<file path="config.mk">
export PLATFORM = sky130hd
export DESIGN_NAME = strand_select_stage_rr
export DESIGN_NICKNAME = d
export VERILOG_FILES = /design/src/rtl/strand_select_stage_rr.sv
export SDC_FILE = /design/constraint.sdc
export NUM_CORES = 1
export LEC_CHECK = 0
export ABC_AREA = 1
export ABC_CLOCK_PERIOD_IN_PS = 4160
export CAP_MARGIN = 20
export CELL_PAD_IN_SITES_DETAIL_PLACEMENT = 1
export CELL_PAD_IN_SITES_GLOBAL_PLACEMENT = 2
export CORE_ASPECT_RATIO = 1.75
export CORE_UTILIZATION = 19
export CTS_BUF_LIST = sky130_fd_sc_hd__clkbuf_4
export CTS_CLUSTER_DIAMETER = 200
export CTS_CLUSTER_SIZE = 40
export DETAILED_ROUTE_END_ITERATION = 6
export PLACE_DENSITY = 0.89
export SYNTH_ARGS = -nofsm -noshare
export SYNTH_HDL_FRONTEND = slang
export SYNTH_SLANG_ARGS = --single-unit
</file>
<file path="constraint.sdc">
create_clock -name clk -period 4.16 [get_ports clk]
set_clock_uncertainty 0.05 [all_clocks]
set_input_delay 1.04 -clock clk [delete_from_list [all_inputs] [get_ports clk]]
set_output_delay 1.04 -clock clk [all_outputs]
set_load 0.03 [all_outputs]
</file>
<file path="src/rtl/strand_select_stage_rr.sv">
// Issue stage for a multi-strand core.
// Picks one ready strand per cycle with a round-robin arbiter.
// Drives a registered issue packet (pc, instruction, lane, strand id) to decode.
// Handles suspend/resume, flush with lane rollback, multi-lane vector issue and downstream stall.
module strand_select_stage_rr #(
  parameter int NUM_STRANDS     = 4,
  parameter int STRAND_ID_WIDTH = 2,
  parameter int NUM_LANES       = 16,
  parameter int LANE_WIDTH      = 4
) (
  input  logic                               clk,
  input  logic                               reset,
  input  logic [NUM_STRANDS-1:0]             strand_enable_i,
  input  logic [NUM_STRANDS*32-1:0]          instruction_i,
  input  logic [NUM_STRANDS*32-1:0]          pc_i,
  input  logic [NUM_STRANDS-1:0]             instruction_valid_i,
  input  logic [NUM_STRANDS-1:0]             multi_cycle_i,
  input  logic [NUM_STRANDS-1:0]             flush_i,
  input  logic [NUM_STRANDS*LANE_WIDTH-1:0]  rollback_reg_lane_i,
  input  logic [NUM_STRANDS-1:0]             suspend_strand_i,
  input  logic [NUM_STRANDS-1:0]             resume_strand_i,
  input  logic                               stall_i,
  output logic [NUM_STRANDS-1:0]             next_instruction_o,
  output logic                               issue_valid_o,
  output logic [31:0]                        pc_o,
  output logic [31:0]                        instruction_o,
  output logic [LANE_WIDTH-1:0]              reg_lane_select_o,
  output logic [STRAND_ID_WIDTH-1:0]         strand_id_o
);

  typedef enum logic {
    RUNNING   = 1'b0,
    SUSPENDED = 1'b1
  } strand_state_t;

  localparam logic [LANE_WIDTH-1:0]      LAST_LANE = LANE_WIDTH'(NUM_LANES - 1);
  localparam logic [STRAND_ID_WIDTH-1:0] LAST_ID   = STRAND_ID_WIDTH'(NUM_STRANDS - 1);

  logic [NUM_STRANDS-1:0]     req;
  logic [NUM_STRANDS-1:0]     grant;
  logic                       grant_any;
  logic [STRAND_ID_WIDTH-1:0] grant_id;
  logic [STRAND_ID_WIDTH-1:0] rr_ptr_reg;

  logic [31:0]           pc_arr    [NUM_STRANDS];
  logic [31:0]           instr_arr [NUM_STRANDS];
  logic [LANE_WIDTH-1:0] lane_sel  [NUM_STRANDS];

  // Per-strand run state, request qualification and lane counter.
  genvar gi;
  generate
    for (gi = 0; gi < NUM_STRANDS; gi++) begin : g_strand
      strand_state_t         state_reg, state_next;
      logic [LANE_WIDTH-1:0] lane_cnt_reg, lane_cnt_next;
      logic [LANE_WIDTH-1:0] rollback_lane;
      logic [LANE_WIDTH-1:0] issue_lane;
      logic                  consumed;

      assign pc_arr[gi]    = pc_i[gi*32 +: 32];
      assign instr_arr[gi] = instruction_i[gi*32 +: 32];
      assign rollback_lane = rollback_reg_lane_i[gi*LANE_WIDTH +: LANE_WIDTH];

      // Strand run state register.
      always_ff @(posedge clk) begin
        if (reset) state_reg <= RUNNING;
        else       state_reg <= state_next;
      end

      // Suspend takes priority over a simultaneous resume.
      always_comb begin
        state_next = state_reg;
        if (suspend_strand_i[gi])     state_next = SUSPENDED;
        else if (resume_strand_i[gi]) state_next = RUNNING;
      end

      // A strand asks for issue only when fully eligible and downstream can accept.
      assign req[gi] = strand_enable_i[gi] & instruction_valid_i[gi] &
                       (state_reg == RUNNING) & ~flush_i[gi] &
                       ~suspend_strand_i[gi] & ~stall_i & ~reset;

      // Lane selection, consumption and counter update for this strand.
      always_comb begin
        lane_cnt_next = lane_cnt_reg;
        issue_lane    = '0;
        consumed      = 1'b0;
        if (grant[gi]) begin
          if (multi_cycle_i[gi]) begin
            issue_lane = lane_cnt_reg;
            if (lane_cnt_reg == '0) begin
              consumed      = 1'b1;
              lane_cnt_next = LAST_LANE;
            end else begin
              lane_cnt_next = lane_cnt_reg - 1'b1;
            end
          end else begin
            consumed = 1'b1;
          end
        end else if (flush_i[gi] && !stall_i) begin
          // Rollback to lane 0 only makes sense for an instruction already mid-issue.
          if (rollback_lane == '0 && lane_cnt_reg == LAST_LANE) lane_cnt_next = LAST_LANE;
          else                                                  lane_cnt_next = rollback_lane;
        end
      end

      // Lane counter register; reset restarts any partial vector issue.
      always_ff @(posedge clk) begin
        if (reset) lane_cnt_reg <= LAST_LANE;
        else       lane_cnt_reg <= lane_cnt_next;
      end

      assign lane_sel[gi]           = issue_lane;
      assign next_instruction_o[gi] = consumed;
    end
  endgenerate

  // Round-robin search starting just after the last granted strand.
  always_comb begin
    int unsigned                cand_int;
    logic [STRAND_ID_WIDTH-1:0] cand;
    cand_int  = 0;
    cand      = '0;
    grant_any = 1'b0;
    grant_id  = '0;
    grant     = '0;
    for (int i = 1; i <= NUM_STRANDS; i++) begin
      cand_int = (int'(rr_ptr_reg) + i) % NUM_STRANDS;
      cand     = STRAND_ID_WIDTH'(cand_int);
      if (!grant_any && req[cand]) begin
        grant_any = 1'b1;
        grant_id  = cand;
      end
    end
    if (grant_any) grant[grant_id] = 1'b1;
  end

  // Round-robin pointer follows the most recent grant.
  always_ff @(posedge clk) begin
    if (reset)          rr_ptr_reg <= LAST_ID;
    else if (grant_any) rr_ptr_reg <= grant_id;
  end

  // Registered issue packet; holds under stall, NOP when nothing is granted.
  always_ff @(posedge clk) begin
    if (reset) begin
      issue_valid_o     <= 1'b0;
      pc_o              <= '0;
      instruction_o     <= '0;
      reg_lane_select_o <= '0;
      strand_id_o       <= '0;
    end else if (!stall_i) begin
      if (grant_any) begin
        issue_valid_o     <= 1'b1;
        pc_o              <= pc_arr[grant_id];
        instruction_o     <= instr_arr[grant_id];
        reg_lane_select_o <= lane_sel[grant_id];
        strand_id_o       <= grant_id;
      end else begin
        issue_valid_o     <= 1'b0;
        pc_o              <= '0;
        instruction_o     <= '0;
        reg_lane_select_o <= '0;
        strand_id_o       <= '0;
      end
    end
  end

endmodule

</file>
## Yosys cells after proc, flatten, opt, wreduce, memory -nomap -nowiden

Cells that the tools add are included.
Widths: inputs -> output; s select.

- Reductions and logical operators: 36
- Bitwise logic cells: 39
- Eq/ne operators: 8
- Add/sub/neg operators: 8
- Muxes and demuxes: 81
- $lt $le $gt $ge: 7

Operator list:

| operator | number |
|---|---|
| $mux 32 | 6 |
| $bmux 32 s2 | 2 |
| $mux 4 | 32 |
| $logic_not 4->1 | 8 |
| $mux 1 | 30 |
| $and 1x1->1 | 24 |
| $eq 4x4->1 const B | 4 |
| $reduce_bool 2->1 | 8 |
| $sub 4x1->4 const B | 4 |
| $lt 2x3->1 const B | 5 |
| $not 1->1 | 14 |
| $logic_and 1x1->1 | 12 |
| $mux 2 | 5 |
| $bmux 1 s2 | 4 |
| $bmux 4 s2 | 1 |
| $ne 2x2->1 const B | 4 |
| $reduce_and 2->1 | 4 |
| $add 2x1->2 const B | 2 |
| $add 2x2->2 const B | 2 |
| $logic_not 1->1 | 4 |
| $ge 3x3->1 const B | 1 |
| $not 2->3 | 1 |
| $demux 1 s2 | 1 |
| $ge 2x1->1 const B | 1 |

- Bits in registers: 93
- Word-level logic and storage cells: 193
- Output and inout port bits: 75
- Input port bits: 299

## Depth between registers and ports, before layout

- Word-level depth: 28
- Depth in mapped cells: 22
- Depth with buffers taken out: 19

## Worst setup path before layout

OpenSTA, ideal clock, no wires.

- Path type: input -> output
- Start point: input reset
- End point: output next_instruction_o[2]
- Buffers on the path: 5
- Slack: 0.322 ns
- Arrival time: 2.748 ns
- Cell stages on the path: 16
- Data required time: 3.070 ns
- Cell sequence: buf_4 > nor2_2 > buf_4 > nand3_1 > nand2_1 > nand3_1 > nand2_1 > nand2_1 > nand2_1 > nand2_2 > nand3_4 > buf_4 > buf_4 > nand2_1 > a21oi_1 > buf_4

- Cells in the longest elaborated chain, start to end: 20
- Elaborated cells on any way between the ends: 34
- Classes of those cells: order compare: 2; mux: 20; bitwise: 5; reduce/logical: 7

RTL lines:

| item | line | source |
|---|---|---|
| from (decl) | 12 | `input logic reset,` |
| $not 1->1 (*) | 79 | `~suspend_strand_i[gi] & ~stall_i & ~reset;` |
| $and 1x1->1 | 79 |  |
| $bmux 1 s2 | 128 | `if (!grant_any && req[cand]) begin` |
| $mux 1 (not written as such) | 128 |  |
| $mux 1 | 128 |  |
| $logic_not 1->1 | 128 |  |
| $logic_and 1x1->1 | 128 |  |
| $mux 1 | 128 |  |
| [... 4 more ...] | - |  |
| $logic_and 1x1->1 | 128 |  |
| $mux 2 | 128 |  |
| $lt 2x3->1 (not written as such) / $ge 2x1->1 (equally long branches) | 133 | `if (grant_any) grant[grant_id] = 1'b1;` |
| $logic_and 1x1->1 (not written as such) | 133 |  |
| $mux 1 (not written as such) | 133 |  |
| $demux 1 s2 | 133 |  |
| $mux 4 (*) | 133 |  |
| $mux 1 (*) | 86 | `if (grant[gi]) begin` |
| to (decl) | 23 | `output logic [NUM_STRANDS-1:0] next_instruction_o,` |

Mark *: on every way between the ends. The rest lies on a longest branch, timed or not. The select of a mux whose other input is x is not followed.

## Worst setup path in the final report

- Start point: input flush_i[2]
- End point: output next_instruction_o[1]

- Cells in the longest elaborated chain, start to end: 23
- Elaborated cells on any way between the ends: 34
- Classes of those cells: order compare: 2; mux: 20; bitwise: 5; reduce/logical: 7

RTL lines:

| item | line | source |
|---|---|---|
| from (decl) | 18 | `input logic [NUM_STRANDS-1:0] flush_i,` |
| $not 1->1 (*) | 78 | `(state_reg == RUNNING) & ~flush_i[gi] &` |
| $and 1x1->1 (*) (2 in series) | 78 |  |
| $and 1x1->1 (*) (2 in series) | 79 |  |
| $bmux 1 s2 | 128 |  |
| $mux 1 (not written as such) | 128 |  |
| $mux 1 | 128 |  |
| $logic_not 1->1 | 128 |  |
| $logic_and 1x1->1 | 128 |  |
| [... 5 more ...] | - |  |
| $logic_and 1x1->1 | 128 |  |
| $mux 2 | 128 |  |
| $lt 2x3->1 (not written as such) / $ge 2x1->1 (equally long branches) | 133 |  |
| $logic_and 1x1->1 (not written as such) | 133 |  |
| $mux 1 (not written as such) | 133 |  |
| $demux 1 s2 | 133 |  |
| $mux 4 (*) | 133 |  |
| $mux 1 (*) | 86 |  |

Marked as above.

==> Flow_metrics.wiki <==
{| class="wikitable"
! Metric !! Value
|-
| Result of the run || completed
|-
| Share of cells above drive strength 1 || 7.07%
|-
| Clk slew on worst S/H paths || 0.18 ns
|-
| Fraction of power spent switching nets || 57.8%
|-
| Filler cell count in the final layout || 4547
|-
| Fraction of synthesis flops using an asynchronous set or reset pin || 0%
|-
| Vias in the first global route || 9372
|-
| Crit Reg-Reg Endpoint || g_strand[1].lane_cnt_reg[0]$_SDFFE_PP1P_
|-
| Largest net degree at the start of global routing || 104
|-
| Post-route antenna net violation count || 0
|-
| Yosys warning total || 0
|-
| Count of pins over their slew limit || 0
|-
| Destination of the critical timing path || next_instruction_o[1]
|-
| Number of I/O port buffers || 373
|-
| Area grow syn2layout || 66.6%
|-
| CTS root buf || clkbuf_4
|-
| Seq cells post-synth || 93
|-
| Post-DR vias/cell || 4.39
|-
| Startpoint kind of the worst setup timing path || input pin
|-
| Total negative slack || 0 ns
|-
| Internal power of the cells || 3790 uW
|-
| Highest cell delay on the worst timing path || 0.42 ns
|-
| Clock sinks || 93
|-
| Cells after DPL || 2031
|-
| Worst slack at placement || -0.259 ns
|-
| Most frequent cell after synthesis || nand2_1
|-
| Cells taking the most area after synthesis || nand2_1, dfxtp_1, nand3_1, inv_1, a21oi_1
|-
| Top-area cell type share of the netlist area || 34.5%
|-
| Worst slack on hold paths || 0.421 ns
|-
| Final Setup Violations || 0
|-
| TritonCTS clock tree || yes
|-
| Wire length of the first global-routing pass || 52100 um
|-
| TritonCTS buffer count || 9
|-
| Initial core utilization || 19.4%
|-
| Chip Width || 146 um
|-
| Total die area || 36900 um^2
|-
| Origin of the worst setup path || flush_i[2]
|-
| Num ports || 374
|-
| Final period util || 97.5%
|-
| Worst max-slew margin expressed relative to the limit || 37.1%
|-
| Vias || 9017
|-
| Max capacitance violation total || 0
|-
| Critical path endpoint category || output port
|-
| Maximum fanout along the worst path || 2
|-
| Fmax || 247 MHz
|-
| Net total in the final layout || 1890
|-
| Time the worst path needs with I/O delays and setup || 4.05 ns
|-
| Number of distinct library cells after synthesis || 32
|-
| Crit path kind || input pin to output port
|-
| Static power due to leakage || 0.00544 uW
|-
| Cell accounting for the most synthesized area || nand2_1
|-
| Cell row count || 91
|-
| Top cell types by occurrence after synthesis || nand2_1, nand3_1, inv_1, dfxtp_1, a21oi_1
|-
| Drt initial violations || 292
|-
| Proportion of synthesized chip area in sequential cells || 27.1%
|-
| Drt wl/cell || 16.8 um
|-
| First-pass iteration count of the detailed router || 4
|-
| Worst-case vdd ir drop || 1.25 mV
|-
| Part of the total power dissipated in sequential elements || 15.1%
|-
| Slowest stage cell, crit path || clkdlybuf4s50_1
|-
| Overall overflow remaining after global route || 0
|-
| Antenna violations before repair || 5
|-
| Placer's final routability congestion estimate || 0.870
|-
| Wire length reported by the detailed router || 34500 um
|-
| Final hold violation count || 0
|-
| Clk_lat worst skew || 0.52 ns
|-
| Worst-margin pin slew || 0.943 ns
|-
| Net switching component of the power || 5200 uW
|-
| Number of enable flip-flop cells after synthesis || 0
|-
| Vert. Die Dim || 254 um
|-
| Worst R2R Path Depth || 17
|-
| Power per cell area || 785 nW/um^2
|-
| Worst R2R Setup Slack || 0.88 ns
|-
| # H-tree levels || 3
|-
| Startpoint of the most critical register-to-register path || rr_ptr_reg[0]$_SDFFE_PP1P_
|-
| Ordered list of cells on the worst path || clkdlybuf4s50_1 > inv_1 > nand3_2 > o21ai_2 > nand3_1 > nand2_2 > buf_4 > inv_2 > nand3_4 > nor2_4 > nor2_8 > buf_4 > nand2_2 > a21oi_2 > buf_6
|-
| Tot GR Track Use || 18.4%
|-
| DR DRC count || 0
|-
| Worst setup margin || 0.105 ns
|-
| Crit path DAT || 2.96 ns
|-
| Buffer levels on the longest clock path || 2
|-
| Required time reported for the critical path endpoint || 3.07 ns
|-
| Post-Syn Nets || 1536
|-
| Syn Std Cell Area || 6870 um^2
|-
| Combinational share of power || 79.1%
|-
| Worst hold path class || flip-flop to flip-flop
|-
| Core area || 35400 um^2
|-
| HPWL Detailed || 26300 um
|-
| Number of cells in the finished layout apart from fillers || 2052
|-
| Clock share of power || 5.8%
|-
| Number of instances in the synthesized netlist || 1225
|-
| Leading register cell type out of synthesis || dfxtp_1
|-
| Post-cts hold buffer count || 0
|-
| Avg Cell Area, Syn || 5.61 um^2
|}
==> repair_timing <==
action	CTS	global route
resized for setup	13	29
setup endpoints to repair	4	4
setup buffers	1	1
pin swaps	5	18
==> logic make-up (layout without fill, tap and decap cells) <==
family | Yosys count | count (layout) | synth area share, %
adder cells (fa/ha/maj) | 12 | 12 | 2.19
flip-flops | 93 | 93 | 27.1
AO/OA/AOI/OAI | 116 | 116 | 9.25
XOR/XNOR | 9 | 9 | 1.26
AND/OR/NAND/NOR | 809 | 809 | 48.4
other | 0 | 3 | 0
buffers and inverters | 186 | 545 | 11.8
==> cells in the final DEF (no fill, tap or decap), drive strengths merged <==
| cell type | netlist | routed |
|---|---|---|
| nor2 | 33 | 33 |
| xnor2 | 1 | 1 |
| nand3 | 123 | 123 |
| clkinv | 1 | 2 |
| diode | 0 | 3 |
| nor4 | 4 | 4 |
| o211ai | 11 | 11 |
| nand2 | 635 | 635 |
| a211oi | 4 | 4 |
| a31oi | 8 | 8 |
| o21ai | 17 | 17 |
| clkbuf | 21 | 10 |
| nand4 | 13 | 13 |
| ha | 12 | 12 |
| clkdlybuf4s50 | 0 | 356 |
| a21oi | 76 | 76 |
| inv | 114 | 119 |
| xor2 | 8 | 8 |
| nand3b | 1 | 1 |
| dlymetal6s2s | 0 | 11 |
| buf | 50 | 47 |
| dfxtp | 93 | 93 |
==> cell type report <==
type / count / area (um^2) / share of cell area (%)
Antenna cell: 3 / 7.51 / 0.0656
Clock inverter: 6 / 52.6 / 0.459
Clock buffer: 10 / 75.1 / 0.656
Multi-Input combinational cell: 946 / 4300 / 37.6
Timing Repair Buffer: 414 / 4130 / 36.1
Sequential cell: 93 / 1860 / 16.3
Tap cell: 465 / 582 / 5.08
Inverter: 115 / 433 / 3.78
==> power by group through the flow <==
stage | clock (uW) | combinational [uW] | sequential, uW
global route | 591 | 7990 | 1390
floorplan | 0 | 4370 | 1660
finish | 522 | 7110 | 1350
CTS | 566 | 7240 | 1350
global placement | 0 | 7040 | 1360
detailed placement | 0 | 7160 | 1370
==> worst min path at each step <==
stage | from | end | slack (ns) | cells past startpoint
6_report | pc_o[14]$_SDFFE_PP0N_ | pc_o[14]$_SDFFE_PP0N_ | 0.42 | 2
5_1_grt | instruction_o[14]$_SDFFE_PP0N_ | instruction_o[14]$_SDFFE_PP0N_ | 0.44 | 2
4_1_cts | pc_o[14]$_SDFFE_PP0N_ | pc_o[14]$_SDFFE_PP0N_ | 0.42 | 2
3_5_place_dp | pc_o[14]$_SDFFE_PP0N_ | pc_o[14]$_SDFFE_PP0N_ | 0.40 | 2
3_3_place_gp | pc_o[14]$_SDFFE_PP0N_ | pc_o[14]$_SDFFE_PP0N_ | 0.39 | 2
2_1_floorplan | g_strand[3].lane_cnt_reg[3]$_SDFFE_PP1P_ | g_strand[3].lane_cnt_reg[3]$_SDFFE_PP1P_ | 0.41 | 2
==> stage by stage <==
step           power, uW  cell area [um^2]  utilization, %
2_1_floorplan       6030              6870               -
3_3_place_gp        8400             11200            31.5
3_5_place_dp        8540             11200            31.5
4_1_cts             9160             11300            32.0
5_1_grt             9970             11400            32.3
6_report            8990             11400            32.3
==> critical path: cells and delay by family <==
family / cells / cell delay, ns
compound gates: 2 / 0.30
buf+inv: 6 / 0.99
simple gates: 7 / 0.62
==> per-layer routing <==
metal	up-vias	track usage [%]	wire (um)
li1	4530	-	-
met1	4180	18.5	12800
met2	255	36.3	18900
met3	48	3.63	1640
met4	4	7.82	1140
met5	-	0	25
Power figures use the tool's default switching activity.
